**src/rtl/knn_vote_merge.sv**
```systemverilog
// K-nearest-neighbour vote merge: keeps the K closest (distance, label) candidates of a query,
// tallies their labels and emits the majority label over an ap_vld/ap_ack stream.
module knn_vote_merge #(
    parameter int K          = 3,
    parameter int NUM_CAND   = 8,
    parameter int DIST_BITS  = 28,
    parameter int LABEL_BITS = 4,
    parameter int NUM_LABELS = 10
) (
    input  logic        ap_clk,
    input  logic        ap_rst_n,
    input  logic        ap_start,
    output logic        ap_idle,
    output logic        ap_done,
    output logic        ap_ready,
    input  logic [31:0] Input_1_V_V,
    input  logic        Input_1_V_V_ap_vld,
    output logic        Input_1_V_V_ap_ack,
    output logic [31:0] Output_1_V_V,
    output logic        Output_1_V_V_ap_vld,
    input  logic        Output_1_V_V_ap_ack
);
    localparam int CW   = $clog2(K + 1);
    localparam int CNTW = $clog2(NUM_CAND + 1);
    localparam int IW   = $clog2(K + NUM_LABELS + 1);

    typedef enum logic [1:0] {COLLECT, TALLY, PICK, SEND} state_t;

    state_t                state;
    logic [DIST_BITS-1:0]  slot_dist  [K];
    logic [LABEL_BITS-1:0] slot_label [K];
    logic [CW-1:0]         votes      [NUM_LABELS];
    logic [CNTW-1:0]       count;
    logic [IW-1:0]         idx;
    logic [LABEL_BITS-1:0] best;
    logic [CW-1:0]         best_cnt;
    logic                  out_vld;
    logic [31:0]           out_data;

    logic [DIST_BITS-1:0]  cand_dist;
    logic [LABEL_BITS-1:0] cand_label;
    logic [K-1:0]          ahead;
    logic [DIST_BITS-1:0]  ins_dist  [K];
    logic [LABEL_BITS-1:0] ins_label [K];
    logic [LABEL_BITS-1:0] tally_label;
    logic [CW-1:0]         pick_cnt;
    logic                  take;

    assign cand_dist  = Input_1_V_V[31:LABEL_BITS];
    assign cand_label = Input_1_V_V[LABEL_BITS-1:0];

    // ahead is a thermometer code: every slot whose distance is <= the candidate stays in place,
    // so equal distances keep arrival order and a candidate behind all K slots is dropped.
    genvar gi;
    generate
        for (gi = 0; gi < K; gi++) begin : g_ins
            assign ahead[gi] = (slot_dist[gi] <= cand_dist);
            if (gi == 0) begin : g_first
                assign ins_dist[gi]  = ahead[gi] ? slot_dist[gi]  : cand_dist;
                assign ins_label[gi] = ahead[gi] ? slot_label[gi] : cand_label;
            end else begin : g_rest
                assign ins_dist[gi]  = ahead[gi] ? slot_dist[gi]
                                     : (ahead[gi-1] ? cand_dist : slot_dist[gi-1]);
                assign ins_label[gi] = ahead[gi] ? slot_label[gi]
                                     : (ahead[gi-1] ? cand_label : slot_label[gi-1]);
            end
        end
    endgenerate

    always_comb begin
        tally_label = '0;
        for (int i = 0; i < K; i++)
            if (idx == IW'(i)) tally_label = slot_label[i];
        pick_cnt = '0;
        for (int i = 0; i < NUM_LABELS; i++)
            if (idx == IW'(i)) pick_cnt = votes[i];
    end

    assign Input_1_V_V_ap_ack  = ap_rst_n && ap_start && (state == COLLECT);
    assign take                = Input_1_V_V_ap_ack && Input_1_V_V_ap_vld;
    assign Output_1_V_V        = out_data;
    assign Output_1_V_V_ap_vld = out_vld;
    assign ap_done             = out_vld && Output_1_V_V_ap_ack;
    assign ap_ready            = ap_done;
    assign ap_idle             = (state == COLLECT) && (count == '0);

    always_ff @(posedge ap_clk) begin
        if (!ap_rst_n) begin
            state    <= COLLECT;
            count    <= '0;
            idx      <= '0;
            best     <= '0;
            best_cnt <= '0;
            out_vld  <= 1'b0;
            out_data <= '0;
            for (int i = 0; i < K; i++) begin
                slot_dist[i]  <= '1;
                slot_label[i] <= '0;
            end
            for (int i = 0; i < NUM_LABELS; i++) votes[i] <= '0;
        end else begin
            case (state)
                COLLECT: begin
                    if (take) begin
                        for (int i = 0; i < K; i++) begin
                            slot_dist[i]  <= ins_dist[i];
                            slot_label[i] <= ins_label[i];
                        end
                        if (count == CNTW'(NUM_CAND - 1)) begin
                            count <= '0;
                            idx   <= '0;
                            state <= TALLY;
                        end else begin
                            count <= count + 1'b1;
                        end
                    end
                end
                TALLY: begin
                    // Out-of-range labels match no counter and are silently skipped.
                    for (int i = 0; i < NUM_LABELS; i++)
                        if (tally_label == LABEL_BITS'(i)) votes[i] <= votes[i] + 1'b1;
                    if (idx == IW'(K - 1)) begin
                        idx      <= '0;
                        best     <= '0;
                        best_cnt <= '0;
                        state    <= PICK;
                    end else begin
                        idx <= idx + 1'b1;
                    end
                end
                PICK: begin
                    // Strictly-greater replacement makes ties resolve to the lower label.
                    if (pick_cnt > best_cnt) begin
                        best     <= LABEL_BITS'(idx);
                        best_cnt <= pick_cnt;
                    end
                    if (idx == IW'(NUM_LABELS - 1)) begin
                        idx   <= '0;
                        state <= SEND;
                    end else begin
                        idx <= idx + 1'b1;
                    end
                end
                SEND: begin
                    if (!out_vld) begin
                        out_vld  <= 1'b1;
                        out_data <= 32'(best);
                    end else if (Output_1_V_V_ap_ack) begin
                        out_vld  <= 1'b0;
                        best     <= '0;
                        best_cnt <= '0;
                        state    <= COLLECT;
                        for (int i = 0; i < K; i++) begin
                            slot_dist[i]  <= '1;
                            slot_label[i] <= '0;
                        end
                        for (int i = 0; i < NUM_LABELS; i++) votes[i] <= '0;
                    end
                end
                default: state <= COLLECT;
            endcase
        end
    end
endmodule
```
**config.mk**
```make
export PLATFORM = sky130hd
export DESIGN_NAME = knn_vote_merge
export DESIGN_NICKNAME = d
export VERILOG_FILES = /design/src/rtl/knn_vote_merge.sv
export SDC_FILE = /design/constraint.sdc
export NUM_CORES = 1
export LEC_CHECK = 0
export CAP_MARGIN = 15
export CORE_ASPECT_RATIO = 1.1
export CORE_MARGIN = 5
export CORE_UTILIZATION = 50
export DETAILED_ROUTE_END_ITERATION = 12
export PLACE_DENSITY = 0.78
export SKIP_CTS_REPAIR_TIMING = 1
export SYNTH_ARGS = -nofsm -noshare
export SYNTH_HDL_FRONTEND = slang
export SYNTH_SLANG_ARGS = --single-unit
```
**constraint.sdc**
```tcl
create_clock -name ap_clk -period 6.5 [get_ports ap_clk]
set_input_delay 1.95 -clock ap_clk [delete_from_list [all_inputs] [get_ports ap_clk]]
set_output_delay 1.95 -clock ap_clk [all_outputs]
set_load 0.01 [all_outputs]
```
==> flow_metrics.tcl <==
set metrics [dict create \
    status "finished clean" \
    synth_seq_cells 137 \
    path_max_fanout 31 \
    core_um2 17700 \
    syn-mean-instance-area_um2 9.98 \
    cts_inserted_buffers 17 \
    netlist_instances 896 \
    cp_common_cell "clkdlybuf4s50_1" \
    ir_drop_v 0.000180 \
    use_met1_pct 24.7 \
    start_util_pct 50.6 \
    cts_tree "built" \
    num_rows 51 \
    critPathRequiredTime_ns 4.55 \
    cts.clk_slew.worst_paths_ns 0.06 \
    clockBufferDepth 2 \
    drv_cap 0 \
    layout-drive-gt1-share_pct 6.91 \
    max_freq_ghz 0.187 \
    synth_cell_types 68 \
    power.density_nw_per_um2 233 \
    grtUsageTotal_pct 20.7 \
    startpoint_type "input port" \
    clock_latency_ns 0.43 \
    synth_warnings 0 \
    hp-class "register to register" \
    synth-async-reset-ratio_pct 0 \
    ios 74 \
    port_buffers 45 \
    hpwl_mm 14.3 \
    wl_mm 20.9 \
    critPathArrivalTime_ns 3.40 \
    rsz0062_at_grt "no" \
    drt_pass1_iterations 5 \
    worst_slew_pin_slew_ns 0.859 \
    ys_seq_area_share_pct 43.7 \
    first_iter_violations 453 \
    wl_per_cell_um 17.7 \
    holdWs_ns 0.480 \
    tns_ns 0 \
    cts_root_buffer "clkbuf_16" \
    critPathLaunch "ap_rst_n" \
    end_kind "output pin" \
    vias 6748 \
    final-setup-viol-count 0 \
    max_slew_margin_pct 42.6 \
    synth_edf_count 116 \
    viasPerCell 5.72 \
    n_antenna_cell 0 \
    die_area_um2 20700 \
    grt_busiest_layer "met2" \
    drc 0 \
    min_period_ns 5.35 \
    cpMaxStageDelayCell "clkdlybuf4s50_1" \
    overflow 0 \
    die_w_um 137 \
    grt_pass1_vias 6611 \
    synth_flop_cell "edfxtp_1" \
    grt_max_degree 62 \
    fin_nets 1059 \
    crit_chain "clkdlybuf4s50_1 -> buf_4 -> and3_1 -> clkdlybuf4s50_1" \
    slowest_delay_ns 0.53 \
    reg2reg_from "idx[1]" \
    ant_nets 0 \
    criticalPathCategory "input port to output pin" \
    syn_to_final_growth_pct 13.4 \
    grt_pass1_wl_mm 33.0 \
    drv_slew 0 \
    gr-usage-met2_pct 36.8 \
    power.leakage_uw 0.00372 \
    met3_usage_pct 3.64 \
    netlist_area_um2 8940 \
    fp.dieH_um 150 \
    antenna_found_initial 0 \
    gp_congestion 0.897 \
    finalCritPeriodShare_pct 82.2 \
    worstHoldStart "best_cnt[0]" \
    p_total_uw 2360 \
    h-tree-depth 4 \
    hold_violations 0 \
    skew_ns 0.00822 \
    cts.sink_count 137 \
]
cells in the final DEF, fill, tap and decap left out, types with 4 or more instances in the layout:
master,Yosys,final
mux4_2,4,4
nor2_1,85,85
edfxtp_1,116,116
dfxtp_1,21,21
nor2b_1,24,24
clkbuf_16,0,17
a21oi_1,41,38
o32a_1,4,4
ha_1,93,93
mux2i_1,39,39
buf_4,33,11
and4_1,4,4
conb_1,1,28
bufinv_16,0,5
nor3_1,10,10
o21a_1,4,4
a21o_1,9,9
a31oi_1,5,5
nand3_1,77,77
o21ai_0,51,51
nand4_1,21,21
and2_1,6,6
clkdlybuf4s50_1,0,45
and3_1,6,6
o21ai_1,7,6
inv_1,70,70
o311ai_0,4,4
nand2_1,50,49
xnor2_1,11,11
nand2b_1,4,4
a21boi_0,4,4
through the flow:
stage               util (%)  std cells  area, um^2  worst slack (ns)
detailed placement      53.8       1148        9510              1.14
global placement        53.8       1148        9510              1.16
CTS                     57.4       1179       10100              1.15
global route            57.4       1179       10100              1.10
finish                  57.4       1179       10100              1.15
floorplan                  -        923        9040             0.876
final cells by class:
cell class              instances  area [um^2]
well taps                     238          298
clock inverters                13          201
repair buffers                 56          533
multi-input cells             647         4510
clock buffers                  18          429
flip-flops and latches        137         3900
fillers                      1534         7540
inverters                      70          263
synth_stat cells (11+ instances only):
cell	n	area share [%]
ha_1	93	13
clkbuf_1	22	0.92
edfxtp_1	116	39
xnor2_1	11	1.1
o21ai_0	51	2.9
nor2b_1	24	1.7
inv_1	70	2.9
buf_4	33	2.8
nand2_1	50	2.1
nand4_1	21	1.5
mux2i_1	39	4.4
a21oi_1	41	2.3
dfxtp_1	21	4.7
nor2_1	85	3.6
nand3_1	77	4.3
worst paths after layout:
path / slack, ns / cells past startpoint / endpoint
worst max-delay path: 1.15 / 4 / Input_1_V_V_ap_ack
worst min-delay path: 0.48 / 2 / best_cnt[0]
worst max register to register: 3.28 / 10 / best[3]
worst min register to register: 0.48 / 2 / best_cnt[0]
sequential cells by signal (all words and copies together), names as in the netlist:
name and count:
slot_label 12, best_cnt 2, votes 20, Output_1_V_V 4, best 4, idx 4
Output_1_V_V_ap_vld 1, count 4, state 2, slot_dist 84
report_power, final:
group,switching [uW],internal [uW]
Clock,378,676
Sequential,14.1,983
Combinational,194,117
worst max-delay path, delay by kind of cell:
family / cells / cell delay, ns
buffers and inverters: 3 / 1.24
and+or+nand+nor: 1 / 0.20
routing by layer:
metal  part of all wire, %  wire length [um]
met4                   2.4               495
met1                    41              8600
met2                    51             10600
met3                   6.0              1250
met5                     0                 0
logic make-up (layout without fill, tap and decap cells):
family | Yosys count | after routing | share of synthesized area (%)
and+or+nand+nor | 303 | 303 | 16.7
buffers and inverters | 139 | 157 | 7.75
DFF | 137 | 137 | 43.7
xor gates and xnor gates | 11 | 11 | 1.08
muxes | 44 | 44 | 5.50
adders and majority gates | 93 | 93 | 13.0
other | 1 | 28 | 0.0419
AOI/OAI and AO/OA | 168 | 168 | 12.3
Power figures use the tool's default switching activity.
==> RTL edit: new RTL, config.mk and constraints unchanged <==
One comparison of `idx` changes from == to >=.
--- a/src/rtl/knn_vote_merge.sv
+++ b/src/rtl/knn_vote_merge.sv
@@ -134,7 +134,7 @@
                         best     <= LABEL_BITS'(idx);
                         best_cnt <= pick_cnt;
                     end
-                    if (idx == IW'(NUM_LABELS - 1)) begin
+                    if (idx >= IW'(NUM_LABELS - 1)) begin
                         idx   <= '0;
                         state <= SEND;
                     end else begin
Behaviour: no difference found for any inputs over 10 cycles, from zero or initial values and one cycle with ap_rst_n low; that may be too few to reach the edited logic, so the function may still have changed.
==> RTL edit against the unedited design <==
Wire length grew 1.6%. Non-clock buffer count grew 4. Synthesized area grew 1.2%. Via count grew 6.6%. Worst setup slack gained 0.12 ns. Final area grew 0.44%. Sequential cell count is the same. Total power shrank 0.74%. Critical path type unchanged. Highest routed layer unchanged.
==> RTL edit: results <==
metrics = {
    "global_routing": {
        "met1_usage": 0.2603,
        "grt_pass1_vias": 6904,
        "grtUsageTotal": 0.2031,
        "grt_max_degree": 47,
        "antenna_found_initial": 0,
        "use_met2": 0.3442,
        "grt_use_met3": 0.03505,
        "grt_pass1_wl_mm": 34.66,
    },
    "placement": {
        "placement.io_buffers": 45,
        "placed_cells": 1146,
        "place_congestion": 0.8655,
        "detailed_place.area_um2": 9605,
        "post-dp-hpwl_mm": 14.66,
        "dp_slack_ns": 1.288,
    },
    "route": {
        "viasPerCell": 6.098,
        "wl_met1_mm": 9.119,
        "wire_per_inst_um": 18.02,
        "drt-initial-drc-count": 554,
        "top_layer": "met4",
        "wl_met2_mm": 10.34,
        "first_pass_iters": 5,
        "wl_met3_mm": 1.177,
    },
    "power_and_ir_drop": {
        "p_leak_uw": 0.003476,
        "ir_worst_vdd_v": 0.0002028,
        "switching_share": 0.2938,
    },
    "worst_setup_path": {
        "critPathArrivalTime_ns": 3.27,
        "critPathSlowestCell": "clkdlybuf4s50_1",
        "critical_path.max_fanout": 5,
        "critical_path.max_stage_delay_ns": 0.59,
        "r2r_setup_slack_ns": 2.55,
        "crit_family": "buffers and inverters",
    },
    "synthesis": {
        "synth_area_leaders": "edfxtp_1 38%, ha_1 14%, dfxtp_1 4.6%",
        "avgSynthCellArea_um2": 10.02,
        "ys_warn_count": 0,
        "synth_xor_area_frac": 0.01065,
        "yosys.cell_types.count": 59,
        "ys_async_sr_fraction": 0,
        "synth_compound_area_frac": 0.1962,
        "seq_area_frac_synth": 0.4314,
        "muxShareOfSynthArea": 0.006637,
        "synth_fa_ha_area_frac": 0.1355,
        "synthTopCellsByCount": "116 x edfxtp_1, 98 x ha_1, 87 x nand2_1",
    },
    "final_layout": {
        "instances_no_fill": 1179,
        "largestRegisters": "slot_dist: 84 flops, votes: 20 flops, slot_label: 12 flops",
        "drive_gt1_frac": 0.08927,
    },
    "timing": {
        "max_slew_margin": 0.4015,
        "fin_hold_ws_ns": 0.4661,
        "fin_ws_ns": 1.279,
        "skew_ns": 0.01209,
    },
    "clock_tree": {
        "insertion_delay_ns": 0.43,
        "clk_pin_slew_ns": 0.06,
        "htreeDepth": 4,
    },
    "status": {
        "status": "finished clean",
    },
}
[RTL edit: cell types whose count changed after synthesis, sizes merged, moves of 31 or more]
cell / delta
nor2: -51
nor3: +62
mux2i: -33
nand3: -60
o21ai: -31
nand2: +37
[RTL edit: worst paths after layout]
path / cells past startpoint / to / startpoint
max: 4 / ap_ready / Output_1_V_V_ap_ack
min: 2 / best[0] / best[0]
max reg2reg: 14 / best[1] / idx[1]
min reg2reg: 2 / best[0] / best[0]
[RTL edit: final cells by class]
| cell class | instances | area, um2 |
|---|---|---|
| multi-input combinational | 660 | 4653 |
| timing repair buffer | 60 | 575.6 |
| sequential | 137 | 3904 |
| fill | 1574 | 7557 |
| clock buffer | 18 | 450.4 |
| clock inverter | 14 | 106.4 |
| inverter | 52 | 195.2 |
| tap | 238 | 297.8 |
[RTL edit: power groups by stage]
stage               Sequential, uW  Combinational (uW)  Clock (uW)
floorplan                     1030                 287           0
global placement              1040                 388           0
detailed placement            1040                 396           0
CTS                           1020                 398         930
global route                  1020                 448         973
finish                        1020                 404         922
